<file path="src/rtl/mdu_pkg.sv">
// Shared types and op-decode helpers for the RV32M multiply/divide sequencer.
// Pure declarations: no latency, no flow control.
package mdu_pkg;

  typedef enum logic [2:0] {
    OP_MUL    = 3'b000,
    OP_MULH   = 3'b001,
    OP_MULHSU = 3'b010,
    OP_MULHU  = 3'b011,
    OP_DIV    = 3'b100,
    OP_DIVU   = 3'b101,
    OP_REM    = 3'b110,
    OP_REMU   = 3'b111
  } mdu_op_t;

  typedef enum logic [1:0] {
    IDLE = 2'd0,
    CALC = 2'd1,
    FIX  = 2'd2,
    DONE = 2'd3
  } mdu_state_t;

  function automatic logic is_div(input mdu_op_t op);
    return op[2];
  endfunction

  function automatic logic is_rem(input mdu_op_t op);
    return (op == OP_REM) || (op == OP_REMU);
  endfunction

  function automatic logic is_signed_a(input mdu_op_t op);
    return (op == OP_MUL) || (op == OP_MULH) || (op == OP_MULHSU) ||
           (op == OP_DIV) || (op == OP_REM);
  endfunction

  function automatic logic is_signed_b(input mdu_op_t op);
    return (op == OP_MUL) || (op == OP_MULH) || (op == OP_DIV) || (op == OP_REM);
  endfunction

endpackage

</file>
<file path="src/rtl/mdu_sequencer.sv">
// Bit-serial RV32M mul/div: done at WIDTH+2 cycles after accept (1 cycle for div-by-zero/overflow).
// Backpressure: stall holds the pipeline from the accept cycle until DONE; start is ignored unless IDLE.
module mdu_sequencer #(
  parameter int WIDTH = 32
) (
  input  logic             clk,
  input  logic             reset,
  input  logic             start,
  input  logic [2:0]       Funct3,
  input  logic [WIDTH-1:0] SrcA,
  input  logic [WIDTH-1:0] SrcB,
  input  logic             kill,
  output logic             stall,
  output logic             busy,
  output logic             done,
  output logic [WIDTH-1:0] Result
);
  import mdu_pkg::*;

  localparam int CW = $clog2(WIDTH);

  mdu_state_t         state, state_nxt;
  logic [CW-1:0]      cnt;
  mdu_op_t            op_q;
  logic [WIDTH-1:0]   am, bm;
  logic [2*WIDTH-1:0] acc;
  logic               neg_q, neg_rem_q;

  // Operand decode, valid while IDLE
  mdu_op_t          op_in;
  logic             sa, sb, accept, div_zero, ovf, shortcut;
  logic [WIDTH-1:0] a_mag, b_mag, short_res;

  assign op_in    = mdu_op_t'(Funct3);
  assign sa       = is_signed_a(op_in) & SrcA[WIDTH-1];
  assign sb       = is_signed_b(op_in) & SrcB[WIDTH-1];
  assign a_mag    = sa ? -SrcA : SrcA;
  assign b_mag    = sb ? -SrcB : SrcB;
  assign accept   = (state == IDLE) & start & ~kill;
  assign div_zero = is_div(op_in) && (SrcB == '0);
  assign ovf      = ((op_in == OP_DIV) || (op_in == OP_REM)) &&
                    (SrcA == {1'b1, {(WIDTH-1){1'b0}}}) && (SrcB == '1);
  assign shortcut = div_zero | ovf;

  always_comb begin
    short_res = '0;
    if (div_zero) short_res = is_rem(op_in) ? SrcA : '1;
    else          short_res = is_rem(op_in) ? '0 : SrcA;
  end

  // One iteration: multiply adds multiplicand on acc[0] then shifts right;
  // divide shifts left and keeps the trial subtraction when it does not borrow.
  logic [WIDTH:0]     mul_sum, div_part, div_diff;
  logic [2*WIDTH-1:0] mul_nxt, div_nxt;

  assign mul_sum  = {1'b0, acc[2*WIDTH-1:WIDTH]} + (acc[0] ? {1'b0, am} : '0);
  assign mul_nxt  = {mul_sum, acc[WIDTH-1:1]};
  assign div_part = acc[2*WIDTH-1:WIDTH-1];
  assign div_diff = div_part - {1'b0, bm};
  assign div_nxt  = div_diff[WIDTH] ? {div_part[WIDTH-1:0], acc[WIDTH-2:0], 1'b0}
                                    : {div_diff[WIDTH-1:0], acc[WIDTH-2:0], 1'b1};

  logic [2*WIDTH-1:0] prod;
  logic [WIDTH-1:0]   quo, rem, fix_res;

  assign prod = neg_q ? -acc : acc;
  assign quo  = acc[WIDTH-1:0];
  assign rem  = acc[2*WIDTH-1:WIDTH];

  always_comb begin
    fix_res = '0;
    case (op_q)
      OP_MUL:                       fix_res = prod[WIDTH-1:0];
      OP_MULH, OP_MULHSU, OP_MULHU: fix_res = prod[2*WIDTH-1:WIDTH];
      OP_DIV, OP_DIVU:              fix_res = neg_q ? -quo : quo;
      default:                      fix_res = neg_rem_q ? -rem : rem;
    endcase
  end

  // State register plus registered busy/done
  always_ff @(posedge clk or negedge reset) begin
    if (!reset) begin
      state <= IDLE;
      busy  <= 1'b0;
      done  <= 1'b0;
    end else begin
      state <= state_nxt;
      busy  <= (state_nxt == CALC) || (state_nxt == FIX);
      done  <= (state_nxt == DONE);
    end
  end

  always_comb begin
    state_nxt = state;
    if (kill) begin
      state_nxt = IDLE;
    end else begin
      case (state)
        IDLE: if (start) state_nxt = shortcut ? DONE : CALC;
        CALC: if (cnt == '0) state_nxt = FIX;
        FIX:  state_nxt = DONE;
        default: state_nxt = IDLE;
      endcase
    end
  end

  always_comb begin
    stall = busy | accept;
  end

  always_ff @(posedge clk or negedge reset) begin
    if (!reset) begin
      op_q      <= OP_MUL;
      am        <= '0;
      bm        <= '0;
      acc       <= '0;
      cnt       <= '0;
      neg_q     <= 1'b0;
      neg_rem_q <= 1'b0;
      Result    <= '0;
    end else if (accept) begin
      op_q      <= op_in;
      am        <= a_mag;
      bm        <= b_mag;
      neg_q     <= sa ^ sb;
      neg_rem_q <= sa;
      cnt       <= CW'(WIDTH-1);
      acc       <= is_div(op_in) ? {{WIDTH{1'b0}}, a_mag} : {{WIDTH{1'b0}}, b_mag};
      if (shortcut) Result <= short_res;
    end else if (!kill && state == CALC) begin
      acc <= is_div(op_q) ? div_nxt : mul_nxt;
      cnt <= cnt - CW'(1);
    end else if (!kill && state == FIX) begin
      Result <= fix_res;
    end
  end

endmodule

</file>
<file path="config.mk">
export PLATFORM = sky130hd
export DESIGN_NAME = mdu_sequencer
export DESIGN_NICKNAME = d
export VERILOG_FILES = /design/src/rtl/mdu_pkg.sv /design/src/rtl/mdu_sequencer.sv
export SDC_FILE = /design/constraint.sdc
export NUM_CORES = 1
export LEC_CHECK = 0
export ABC_CLOCK_PERIOD_IN_PS = 4700
export CORE_MARGIN = 4
export CORE_UTILIZATION = 38
export CTS_CLUSTER_DIAMETER = 200
export DETAILED_ROUTE_END_ITERATION = 6
export PLACE_DENSITY = 0.57
export SLEW_MARGIN = 20
export SYNTH_ARGS = -nofsm -noshare
export SYNTH_HDL_FRONTEND = slang
export SYNTH_SLANG_ARGS = --single-unit
export TNS_END_PERCENT = 30
</file>
<file path="constraint.sdc">
create_clock -name clk -period 4.7 [get_ports clk]
set_input_delay 0.94 -clock clk [delete_from_list [all_inputs] [get_ports clk]]
set_output_delay 0.94 -clock clk [all_outputs]
set_load 0.005 [all_outputs]
</file>
==> Yosys cells after proc, flatten, opt, wreduce, memory -nomap -nowiden <==
Cells that the tools add are included.
{ "classes": {"addsub": 8, "eq_ne": 19, "n_reduce_logical": 25, "mux": 26, "bitwise": 8} }
{ "ops": {"columns": ["operator", "n"], "rows": [
  ["$mux 32", 13],
  ["$mux 64", 5],
  ["$neg 32->32", 4],
  ["$pmux 32 s3", 1],
  ["$eq 32x32->1 const B", 2],
  ["$neg 64->64", 1],
  ["$add 32x32->33", 1],
  ["$sub 33x32->33", 1],
  ["$logic_not 32->1", 1],
  ["$eq 3x3->1 const B", 5],
  ["$mux 5", 2],
  ["$eq 3x2->1 const B", 3],
  ["$logic_or 1x1->1", 9],
  ["$mux 2", 4],
  ["$eq 2x2->1 const B", 3],
  ["$eq 3x1->1 const B", 2],
  ["$logic_not 3->1", 2],
  ["$pmux 2 s3", 1],
  ["$logic_and 1x1->1", 5],
  ["$logic_not 5->1", 1],
  ["$sub 5x1->5 const B", 1],
  ["$and 1x1->1", 4],
  ["$eq 2x1->1 const B", 2],
  ["$reduce_bool 2->1", 2],
  ["10 further kinds", 11]
]} }
{ "word_totals": {"register_bits": 174, "word_cells": 97, "output_inout_bits": 35} }

==> Logic depth before layout (Yosys ltp) <==
{ "logic_depth": {"depth_word": 11, "ltp_mapped": 15, "mapped_depth_nobuf": 14} }

==> Worst setup path before layout <==
OpenSTA, ideal clock, no wires.
{ "synth_timing": {"path_kind": "register to register", "startpoint": "reg acc[31]", "endpoint": "reg acc[42]", "path_slack_ps": 1222, "stages_incl_launch_ff": 16, "t_arrival_ps": 3344, "n_path_buf": 2, "setup_ps": 133, "cell_sequence": "dfrtp_1 > inv_1 > ha_1 > fa_1 > nand2b_1 > a21oi_1 > o211ai_1 > a21oi_1 > o31ai_1 > o211a_1 > a31oi_1 > xnor2_1 > clkbuf_1 > buf_2 > mux2i_1 > o21ai_0"} }
{ "synth_between": {"elab_chain_len": 5} }
{ "synth_rtl": {"columns": ["item", "line", "source"], "rows": [
  ["start: declaration", "mdu_sequencer.sv:26", "logic [2*WIDTH-1:0] acc;"],
  ["start signal: assignment", "mdu_sequencer.sv:128", "acc <= is_div(op_in) ? {{WIDTH{1'b0}}, a_mag} : {{WIDTH{1'b0}}, b_mag};"],
  ["start signal: assignment", "mdu_sequencer.sv:131", "acc <= is_div(op_q) ? div_nxt : mul_nxt;"],
  ["$sub 33x32->33", "mdu_sequencer.sv:59", "assign div_diff = div_part - {1'b0, bm};"],
  ["$mux 64", "mdu_sequencer.sv:60", "assign div_nxt = div_diff[WIDTH] ? {div_part[WIDTH-1:0], acc[WIDTH-2:0], 1'b0}"],
  ["$mux 64", "mdu_sequencer.sv:131", null],
  ["$mux 64", "mdu_sequencer.sv:130", "end else if (!kill && state == CALC) begin"],
  ["$mux 64", "mdu_sequencer.sv:121", "end else if (accept) begin"]
]} }
Every way passes these cells. The select of a mux whose other input is x is not followed.
A chain may end at the register's enable or synchronous reset.

==> Worst setup path after layout <==
{ "layout_timing": {"startpoint": "reg acc[31]", "endpoint": "reg acc[33]"} }
Same word-level chain as after synthesis.

==> results.sh <==
export IMPL_maxCapViolations=0
export IMPL_worstMarginPinSlew_ns=1.14
export IMPL_start_util=0.387
export IMPL_setup_worst_path_end_class="flip-flop"
export IMPL_cp_required_ns=5.08
export IMPL_rr_startpoint="acc[31]$_DFFE_PN0P_"
export IMPL_cts_root_buf="clkbuf_16"
export IMPL_holdPathEnd="am[11]$_DFFE_PN0P_"
export IMPL_met3_usage=0.0326
export IMPL_synth_ff_type="dfrtp_1"
export IMPL_syn_area_per_cell_um2=7.71
export IMPL_cts_num_sinks=174
export IMPL_holdCritStartpoint="am[11]$_DFFE_PN0P_"
export IMPL_setup_viol=0
export IMPL_path_max_fanout=40
export IMPL_insertion_delay_ns=0.48
export IMPL_fin_crit_sh=0.871
export IMPL_synthArstFlopShare=1.00
export IMPL_finalMaxSlewViolations=0
export IMPL_fmax_ghz=0.244
export IMPL_cp_start_kind="flip-flop"
export IMPL_ys_seq_area_frac=0.281
export IMPL_first_pass_iters=5
export IMPL_post_cts_setup_buffers=0
export IMPL_peakVddDrop_mv=0.323
export IMPL_status="finished, final reports clean"
export IMPL_grt_pass1_vias=15000
export IMPL_use_met2=0.433
export IMPL_finalCriticalPeriod_ns=4.09
export IMPL_dr_total_vias=15500
export IMPL_arrival_ns=4.48
export IMPL_fp_dieArea_um2=44000
export IMPL_r2r_cells=14
export IMPL_drt_iter0_markers=1433
export IMPL_fin_util=0.444
export IMPL_yosysWarnings=0
export IMPL_grt_most_used_layer="met2"
export IMPL_rows=73
export IMPL_ys_ff_latch=174
export IMPL_post_synth_num_cell_types=75
export IMPL_place_congestion=0.937
export IMPL_hp_class="flip-flop to flip-flop"
export IMPL_cts_buffer_depth=2
export IMPL_grt_pass1_wl_um=90700
export IMPL_fill_cells=4059
export IMPL_synth_top_cell_area_share=0.281
export IMPL_grt_max_degree=106
export IMPL_pin_count=106
export IMPL_area_growth_pct=14.8
export IMPL_cts_max_level=4
export IMPL_die_h_um=210
export IMPL_fin_area_um2=17800
export IMPL_final_cell_mix="277 x nand2_1, 236 x o21ai_0, 173 x dfrtp_1"
export IMPL_cts_made_buffers=17
export IMPL_wl_per_cell_um=22.9
export IMPL_r2r_end="acc[33]$_DFFE_PN0P_"
export IMPL_core_um2=40000
export IMPL_die_x_um=210
export IMPL_synth_cell_area_um2=15500
export IMPL_antenna_found_initial=1
export IMPL_ant_nets=0
export IMPL_drive_gt1_frac=0.0644
export IMPL_dp_hpwl_um=46200
export IMPL_yosys_top_cells_area="dfrtp_1 28%, o21ai_0 7.6%, nand2_1 6.7%"
export IMPL_synth_nets=2153
export IMPL_use_met1=0.364
export IMPL_finalWirelength_um=59300
export IMPL_fin_skew_ns=0.0194
export IMPL_r2r_slack_ns=0.61
export IMPL_rsz0062_at_grt="false"
export IMPL_p_leak_uw=0.00749
export IMPL_portBuffers=105
export IMPL_drc_errors=0
export IMPL_viasPerCell=5.98
export IMPL_cts_resized=0
export IMPL_cts_tree="done"
export IMPL_nets=2196
export IMPL_cts_hold_fix_buffers=0
export IMPL_layout_commonest_cell="nand2_1"
export IMPL_grt_overflow_total=0
export IMPL_grt_use_total=0.266
export IMPL_syn_inst=2008
export IMPL_synth_edf_count=0
export IMPL_cts_clk_slew_worst_paths_ns=0.07
export IMPL_hold_viol=0
export IMPL_holdWs_ns=0.474
export IMPL_hold_path_depth=2
export IMPL_finalSetupTns_ns=0
export IMPL_path_class="flip-flop to flip-flop"
export IMPL_yosys_area_top_type="dfrtp_1"
export IMPL_relSlewSlack=0.236
export IMPL_p_per_area_nw_per_um2=507
export IMPL_place_area_um2=17200
==> metrics by stage <==
| step | power [uW] | worst slack [ns] | cells |
|---|---|---|---|
| floorplan | 5920 | 1.22 | 2008 |
| detailed placement | 7520 | 0.313 | 2557 |
| global route | 9650 | 0.351 | 2589 |
| global placement | 7470 | 0.403 | 2557 |
| finish | 9010 | 0.607 | 2590 |
| CTS | 8970 | 0.662 | 2589 |
==> final cells by class <==
type,instances,area [um^2],area share
Timing Repair Buffer,168,1590,0.0892
Multi-Input combinational cell,1628,10400,0.585
Clock buffer,18,439,0.0247
Clock inverter,14,109,0.00612
Sequential cell,174,4360,0.245
Tap cell,525,657,0.0370
Inverter,62,233,0.0131
Antenna cell,1,2.50,0.000141
==> synth_stat cells, types with 9 or more instances <==
library cell	n
nand2_1	277
o21ai_0	236
dfrtp_1	174
a21oi_1	147
clkbuf_1	123
nor2_1	105
xnor2_1	99
xor2_1	94
ha_1	72
inv_1	61
mux2i_1	51
and2_1	42
nor3_1	38
nand3_1	37
or3_1	37
o31ai_1	34
o221ai_1	30
o211ai_1	28
a21o_1	21
a31oi_1	21
nor4_1	19
o22ai_1	18
a22oi_1	17
nand4_1	17
buf_1	16
nand2b_1	16
o21a_1	13
a211oi_1	12
or4_1	11
o21bai_1	10
o41ai_1	10
nor2b_1	9
==> cell families (layout without fill, tap and decap cells) <==
family	count (synthesis)	count (layout)	share of synthesized area
AND/OR/NAND/NOR	649	649	0.199
AO/OA/AOI/OAI	654	654	0.261
other	0	1	0
XOR/XNOR	193	193	0.109
flip-flops	174	174	0.281
buffers and inverters	206	262	0.0507
adder cells (fa/ha/maj)	74	74	0.0608
multiplexers	58	58	0.0381
==> worst max-delay path, cell delays in order (launching register included) <==
cell and delay [ns]:
dfrtp_1 0.43, inv_1 0.19, ha_1 0.26, fa_1 0.41, nand2b_1 0.18, a21oi_1 0.19, o211ai_1 0.16, a21oi_1 0.35
o31ai_1 0.25, o211a_1 0.31, a31oi_1 0.26, xnor2_2 0.17, buf_12 0.28, mux2_2 0.38, o21ai_0 0.14
==> layer usage <==
layer	vias to the layer above	share of wire
li1	7327	-
met1	7546	0.45
met2	531	0.47
met3	97	0.052
met4	0	0.035
met5	-	0
==> sequential cells by signal, indices dropped and copies added, names as in the netlist <==
register   cells
acc           64
Result        32
am            32
bm            32
cnt            5
op_q           3
state          2
busy           1
done           1
neg_q          1
neg_rem_q      1
==> power by group <==
group | switching, uW | internal (uW)
combinational | 3080 | 2100
clock | 732 | 698
sequential | 599 | 1810
==> worst max-delay path by stage <==
stage | from | end | slack [ns] | cells past startpoint
2_1_floorplan | acc[31]$_DFFE_PN0P_ | acc[42]$_DFFE_PN0P_ | 1.22 | 15
3_3_place_gp | SrcB[25] | Result[29]$_DFFE_PN0P_ | 0.40 | 10
3_5_place_dp | SrcB[0] | Result[31]$_DFFE_PN0P_ | 0.31 | 14
4_1_cts | acc[31]$_DFFE_PN0P_ | acc[32]$_DFFE_PN0P_ | 0.66 | 14
5_1_grt | acc[31]$_DFFE_PN0P_ | acc[33]$_DFFE_PN0P_ | 0.35 | 14
6_report | acc[31]$_DFFE_PN0P_ | acc[33]$_DFFE_PN0P_ | 0.61 | 14
Power figures use the tool's default switching activity.
